**src/rtl/matmul_pkg.sv**
```systemverilog
// Shared matmul types and sizes: element/bus widths,
// max matrix dimension and the operand-feeder FSM states.
package matmul_pkg;

  localparam int DATA_WIDTH = 32;
  localparam int BUS_WIDTH  = 64;
  localparam int MAX_DIM    = BUS_WIDTH / DATA_WIDTH;

  typedef enum logic [1:0] {
    ST_IDLE = 2'd0,
    ST_LOAD = 2'd1,
    ST_FEED = 2'd2,
    ST_DONE = 2'd3
  } feeder_state_e;

endpackage

```
**src/rtl/feeder_lane.sv**
```systemverilog
// One systolic lane: picks the element for lane LANE at feed step t_i.
// In: act_i, t_i, n_i, rows_i. Out: data_o, valid_o (combinational).
// OPERAND_FEEDER_TRANSPOSE_EN selects column (B operand) mapping.
module feeder_lane #(
  parameter int DW        = 32,
  parameter int BUS_WIDTH = 64,
  parameter int MAX_DIM   = 2,
  parameter int NW        = 2,
  parameter int CW        = 3,
  parameter int LANE      = 0
) (
  input  logic                                act_i,
  input  logic [CW-1:0]                       t_i,
  input  logic [NW-1:0]                       n_i,
  input  logic [MAX_DIM-1:0][BUS_WIDTH-1:0]   rows_i,
  output logic [DW-1:0]                       data_o,
  output logic                                valid_o
);
  import matmul_pkg::*;

  logic [CW-1:0] idx;
  logic          in_win;

  always_comb begin
    idx    = t_i - CW'(LANE);
    in_win = act_i
           && (NW'(LANE) < n_i)
           && (t_i >= CW'(LANE))
           && (idx < {1'b0, n_i});
    data_o = '0;
`ifdef OPERAND_FEEDER_TRANSPOSE_EN
    for (int k = 0; k < MAX_DIM; k++) begin
      if (in_win && CW'(k) == idx) begin
        data_o = rows_i[k][LANE*DW +: DW];
      end
    end
`else
    for (int k = 0; k < MAX_DIM; k++) begin
      if (in_win && CW'(k) == idx) begin
        data_o = rows_i[LANE][k*DW +: DW];
      end
    end
`endif
    valid_o = in_win;
  end

endmodule

```
**src/rtl/operand_feeder.sv**
```systemverilog
// Loads N operand rows from the store, then feeds them diagonally
// skewed into MAX_DIM lanes. Ports: clk_i, rst_ni, start_i, n_dim_i,
// start_send_o, op_data_i, feed_o, feed_valid_o, busy_o, done_o.
// Option: OPERAND_FEEDER_TRANSPOSE_EN feeds columns instead of rows.
module operand_feeder #(
  parameter int  DATA_WIDTH = matmul_pkg::DATA_WIDTH,
  parameter int  BUS_WIDTH  = matmul_pkg::BUS_WIDTH,
  localparam int MAX_DIM    = BUS_WIDTH / DATA_WIDTH,
  localparam int NW         = $clog2(MAX_DIM) + 1
) (
  input  logic                        clk_i,
  input  logic                        rst_ni,
  input  logic                        start_i,
  input  logic [NW-1:0]               n_dim_i,
  output logic                        start_send_o,
  input  logic [BUS_WIDTH-1:0]        op_data_i,
  output logic [MAX_DIM*DATA_WIDTH-1:0] feed_o,
  output logic [MAX_DIM-1:0]          feed_valid_o,
  output logic                        busy_o,
  output logic                        done_o
);
  import matmul_pkg::*;

  localparam int DW = DATA_WIDTH;
  localparam int CW = NW + 1;

  feeder_state_e state_q, state_d;
  logic [NW-1:0] n_q, n_d;
  logic [CW-1:0] cnt_q, cnt_d;
  logic [MAX_DIM-1:0][BUS_WIDTH-1:0] rows_q, rows_d;
  logic [MAX_DIM*DW-1:0] feed_q, feed_d;
  logic [MAX_DIM-1:0] fv_q, fv_d;

  logic          act_d;
  logic [CW-1:0] t_d;
  logic [NW-1:0] n_clamp;
  logic [CW-1:0] n_m1;
  logic [CW-1:0] last_t;

  always_comb begin
    n_clamp = n_dim_i;
    if (n_dim_i == '0 || n_dim_i > NW'(MAX_DIM)) begin
      n_clamp = NW'(MAX_DIM);
    end
    n_m1   = {1'b0, n_q} - CW'(1);
    last_t = {n_q, 1'b0} - CW'(2);
  end

  // Lane outputs are computed from the next-cycle view (rows_d, t_d)
  // so the registered feed lines up with the FEED step it belongs to,
  // including the row captured on the same edge that enters FEED.
  always_comb begin
    state_d = state_q;
    n_d     = n_q;
    cnt_d   = cnt_q;
    rows_d  = rows_q;
    act_d   = 1'b0;
    t_d     = '0;
    unique case (state_q)
      ST_IDLE: begin
        if (start_i) begin
          n_d     = n_clamp;
          cnt_d   = '0;
          state_d = ST_LOAD;
        end
      end
      ST_LOAD: begin
        for (int k = 0; k < MAX_DIM; k++) begin
          if (CW'(k) == cnt_q) begin
            rows_d[k] = op_data_i;
          end
        end
        if (cnt_q == n_m1) begin
          state_d = ST_FEED;
          cnt_d   = '0;
          act_d   = 1'b1;
          t_d     = '0;
        end else begin
          cnt_d = cnt_q + CW'(1);
        end
      end
      ST_FEED: begin
        if (cnt_q == last_t) begin
          state_d = ST_DONE;
          cnt_d   = '0;
        end else begin
          cnt_d = cnt_q + CW'(1);
          act_d = 1'b1;
          t_d   = cnt_q + CW'(1);
        end
      end
      ST_DONE: begin
        state_d = ST_IDLE;
      end
      default: begin
        state_d = ST_IDLE;
      end
    endcase
  end

  for (genvar g = 0; g < MAX_DIM; g++) begin : g_lane
    feeder_lane #(
      .DW       (DW),
      .BUS_WIDTH(BUS_WIDTH),
      .MAX_DIM  (MAX_DIM),
      .NW       (NW),
      .CW       (CW),
      .LANE     (g)
    ) u_lane (
      .act_i  (act_d),
      .t_i    (t_d),
      .n_i    (n_q),
      .rows_i (rows_d),
      .data_o (feed_d[g*DW +: DW]),
      .valid_o(fv_d[g])
    );
  end

  always_ff @(posedge clk_i or negedge rst_ni) begin
    if (!rst_ni) begin
      state_q <= ST_IDLE;
      n_q     <= '0;
      cnt_q   <= '0;
      rows_q  <= '0;
      feed_q  <= '0;
      fv_q    <= '0;
    end else begin
      state_q <= state_d;
      n_q     <= n_d;
      cnt_q   <= cnt_d;
      rows_q  <= rows_d;
      feed_q  <= feed_d;
      fv_q    <= fv_d;
    end
  end

  assign start_send_o = (state_q == ST_LOAD);
  assign busy_o       = (state_q != ST_IDLE);
  assign done_o       = (state_q == ST_DONE);
  assign feed_o       = feed_q;
  assign feed_valid_o = fv_q;

endmodule

```
**config.mk**
```make
export PLATFORM = sky130hd
export DESIGN_NAME = operand_feeder
export DESIGN_NICKNAME = d
export VERILOG_FILES = /design/src/rtl/matmul_pkg.sv /design/src/rtl/feeder_lane.sv /design/src/rtl/operand_feeder.sv
export SDC_FILE = /design/constraint.sdc
export NUM_CORES = 1
export LEC_CHECK = 0
export CAP_MARGIN = 10
export CORE_ASPECT_RATIO = 2
export CORE_MARGIN = 1.5
export CORE_UTILIZATION = 58
export CTS_CLUSTER_SIZE = 20
export DETAILED_ROUTE_END_ITERATION = 12
export PLACE_DENSITY = 0.86
export SLEW_MARGIN = 20
export SYNTH_ARGS = -nofsm -noshare
export SYNTH_HDL_FRONTEND = slang
export SYNTH_HIERARCHICAL = 1
export SYNTH_SLANG_ARGS = --single-unit
```
**constraint.sdc**
```tcl
create_clock -name clk_i -period 5 [get_ports clk_i]
set_input_delay 1 -clock clk_i [delete_from_list [all_inputs] [get_ports clk_i]]
set_output_delay 1 -clock clk_i [all_outputs]
set_load 0.05 [all_outputs]
```
==> run_results.csv <==
group,metric,value,unit
status,status,"finished, final reports clean",
power,peakVddDrop,0.487,mV
layout,nFillCells,969,
detailed_routing,drtAntennaViolNets,0,
critical_path,crit_slowest_cell,"a2bb2oi_4",
clock_network,cts_tree,"built",
critical_path,required,5.32,ns
layout,layout.area.seq,0.00503,mm2
synthesis,syn_inst,571,
sta,fin_crit_sh,0.737,
clock_network,htreeDepth,1,
die,fp-row-count,62,
detailed_routing,drt-total-wl,19500,um
sta,setup_viol,0,
layout,syn_to_final_growth,23.7,%
die,die_w,89.1,um
layout,diodes,0,
clock_network,clock_latency,0.48,ns
detailed_routing,drc,0,
hold_path,hp-start,"rows_q[57]",
sta,fin_tns_setup,0,ns
sta,layout_min_cycle_time,3.69,ns
critical_path,reg2reg_slack,1.31,ns
sta,hold_violations,0,
clock_network,ctsResizeCount,0,
sta,worstMarginPinSlew,1.14,ns
power,power.density,679,mW/mm2
detailed_routing,vias,5265,
place,dpl.hpwl,12600,um
synthesis,synth_cell_type_count,38,
layout,multi_input_area,0.00329,mm2
synthesis,postSynthNetCount,654,
critical_path,crit_path_max_fanout,17,
synthesis,yosys_warnings,6,
die,die_y,175,um
critical_path,rr_startpoint,"n_q[1]",
global_route,grt_pass1_vias,5910,
detailed_routing,dr.pass1.iters,4,
synthesis,seq_area_frac_synth,0.585,
hold_path,whs_path_depth,1,
critical_path,timing.rr.end,"feed_o[59]",
die,coreArea,0.0144,mm2
global_route,grt_max_degree,120,
sta,timing.hold.ws,0.495,ns
synthesis,syn_area_per_cell,15.1,um2
place,place_congestion,0.834,
critical_path,timing.critical_path.arrival,4.01,ns
critical_path,path_cells,"inv_1 -> ha_1 -> xnor2_1 -> o31ai_4 -> nor2_1 -> inv_1 -> ha_1 -> inv_1 -> ha_1 -> nand2b_1 -> a2bb2oi_4 -> buf_4 -> nor3_2",
hold_path,hold_class,"flip-flop to flip-flop",
sta,drv_slew,0,
clock_network,hold_buffers,0,
sta,relSlewSlack,0.243,
critical_path,reg2regPathDepth,13,
critical_path,path_class,"flip-flop to flip-flop",
clock_network,cts_inserted_buffers,18,
critical_path,max_stage_delay,0.58,ns
clock_network,clkSlewWorstSetupHoldPaths,0.07,ns
power,leakage,4.36,nW
detailed_routing,initialDrtViolationCount,245,
place,dp.cells,867,
flow_run,drv_cap,0,
layout,nNetsFinal,778,
synthesis,netlist_area,0.00860,mm2
sta,rsz0062_at_grt,"no",
detailed_routing,routedWlPerCell,21.7,um
synthesis,synth-seq-cells,201,
sta,clock_skew,0.00859,ns
clock_network,cts_buffer_depth,3,
global_route,grt_overflow_total,0,
critical_path,startpoint_type,"flip-flop",
global_route,antenna_found_initial,0,
die,die-area,0.0156,mm2
place,port_buffers,137,
sta,fmax,271,MHz
die,io_pins,138,
clock_network,postCtsSetupRepairBufs,0,
layout,layoutNonFillerInstCount,899,
global_route,grtUsageTotal,0.264,
die,start_util,0.596,
hold_path,hold_path_end,"rows_q[57]",
critical_path,worstSetupEndpointType,"flip-flop",
global_route,grt_pass1_wl,31100,um
clock_network,cts.sinks,201,
detailed_routing,vias_per_cell,5.86,
clock_network,cts_root_buf,"clkbuf_16",
layout,drive_above_1_share,0.344,
[where the power goes]
part           leakage [nW]  switching (mW)  internal (mW)  total [mW]
Combinational          1.58            2.02           1.35        3.37
Clock                 0.290           0.575          0.780        1.35
Sequential             2.50           0.223           2.28        2.50
Total                  4.36            2.81           4.41        7.22
[worst max path at each step]
| stage | start | endpoint | slack [ns] | cells after the start |
|---|---|---|---|---|
| after global routing | n_q[1] | feed_o[59] | 1.08 | 13 |
| after floorplan | n_q[1] | feed_o[34] | 2.18 | 13 |
| after global placement | n_q[1] | feed_valid_o[0] | 1.47 | 8 |
| after CTS | n_q[1] | feed_valid_o[0] | 1.31 | 8 |
| final | n_q[1] | feed_o[59] | 1.31 | 13 |
| after detailed placement | n_q[1] | feed_o[38] | 1.34 | 13 |
[worst max-delay path, delay by kind of cell, from the launching register on]
family / cells / cell delay, ns
fa+ha+maj: 3 / 0.94
flops: 1 / 0.47
compound gates: 2 / 0.72
simple gates: 3 / 0.51
buf+inv: 4 / 0.59
xor+xnor: 1 / 0.29
[cells in the mapped netlist (all sizes together)]
cell,number,share of area
a21oi,3,0.0017
nor2b,2,0.0015
nand3,1,0.0012
a22oi,32,0.028
a21boi,2,0.0017
nand2,5,0.0022
mux2,130,0.17
xor2,1,0.0010
a221oi,1,0.0010
nor2,4,0.0017
nor3b,1,0.00087
inv,14,0.0061
a2bb2oi,1,0.0031
nand4b,1,0.0028
clkbuf,5,0.0023
dfrtp,201,0.59
nor3,34,0.038
nand2b,5,0.0036
a21o,2,0.0017
buf,36,0.027
xnor2,5,0.0060
mux2i,33,0.038
a22o,1,0.0010
or4b,1,0.0012
a2111oi,1,0.0010
a211oi,32,0.045
ha,14,0.020
a21bo,1,0.0012
o31ai,2,0.0039
[layout make-up]
cell class              instances  area share
clock buffers                  24      0.0483
clock inverters                 8     0.00671
inverters                      14     0.00494
multi-input cells             315       0.310
flip-flops and latches        201       0.473
well taps                     192      0.0226
repair buffers                145       0.135
[stage by stage]
stage,instance area [um2],power (mW),utilization,setup slack (ns)
global placement,10000,5.72,0.696,1.47
global route,10600,7.60,0.737,1.08
finish,10600,7.22,0.737,1.31
floorplan,8600,5.06,-,2.18
detailed placement,10000,5.88,0.696,1.34
CTS,10600,7.26,0.737,1.31
[kinds of logic (layout without fill, tap and decap cells)]
logic type	count (synthesis)	count (layout)	synth area share
DFF	201	201	0.585
buffers and inverters	55	191	0.0357
xor gates and xnor gates	6	6	0.00699
adders and majority gates	14	14	0.0204
and+or+nand+nor	54	54	0.0528
AOI/OAI and AO/OA	78	78	0.0898
muxes	163	163	0.209
[routing by layer]
layer	vias to the layer above	GRT usage	routed length, um
li1	2297	-	-
met1	2751	0.313	6860
met2	164	0.460	10900
met3	53	0.0350	880
met4	0	0.123	865
met5	-	0	0
[sequential cells by signal, indices dropped and copies added, names as in the netlist]
| register | cells |
|---|---|
| feed_valid_o | 2 |
| feed_o | 64 |
| cnt_q | 3 |
| state_q | 2 |
| rows_q | 128 |
| n_q | 2 |
[layout by cell type, fill, tap and decap left out, types with 2 or more instances in the layout]
cell,synthesis,final
nor3_2,31,31
mux2i_1,33,33
dfrtp_1,201,201
a21boi_0,2,2
nor2_1,4,3
clkinv_2,0,5
nand2b_1,5,4
xnor2_1,4,4
a21o_1,2,2
inv_1,14,14
nor3_1,3,3
a211oi_1,2,2
clkbuf_16,0,19
clkdlybuf4s50_1,0,136
buf_4,1,8
mux2_2,129,129
a21oi_1,3,3
clkbuf_8,0,3
nand2_1,5,3
clkbuf_1,4,3
a22oi_1,32,32
a211oi_2,30,30
ha_1,14,13
No activity file was read; power rests on OpenSTA's default activity.
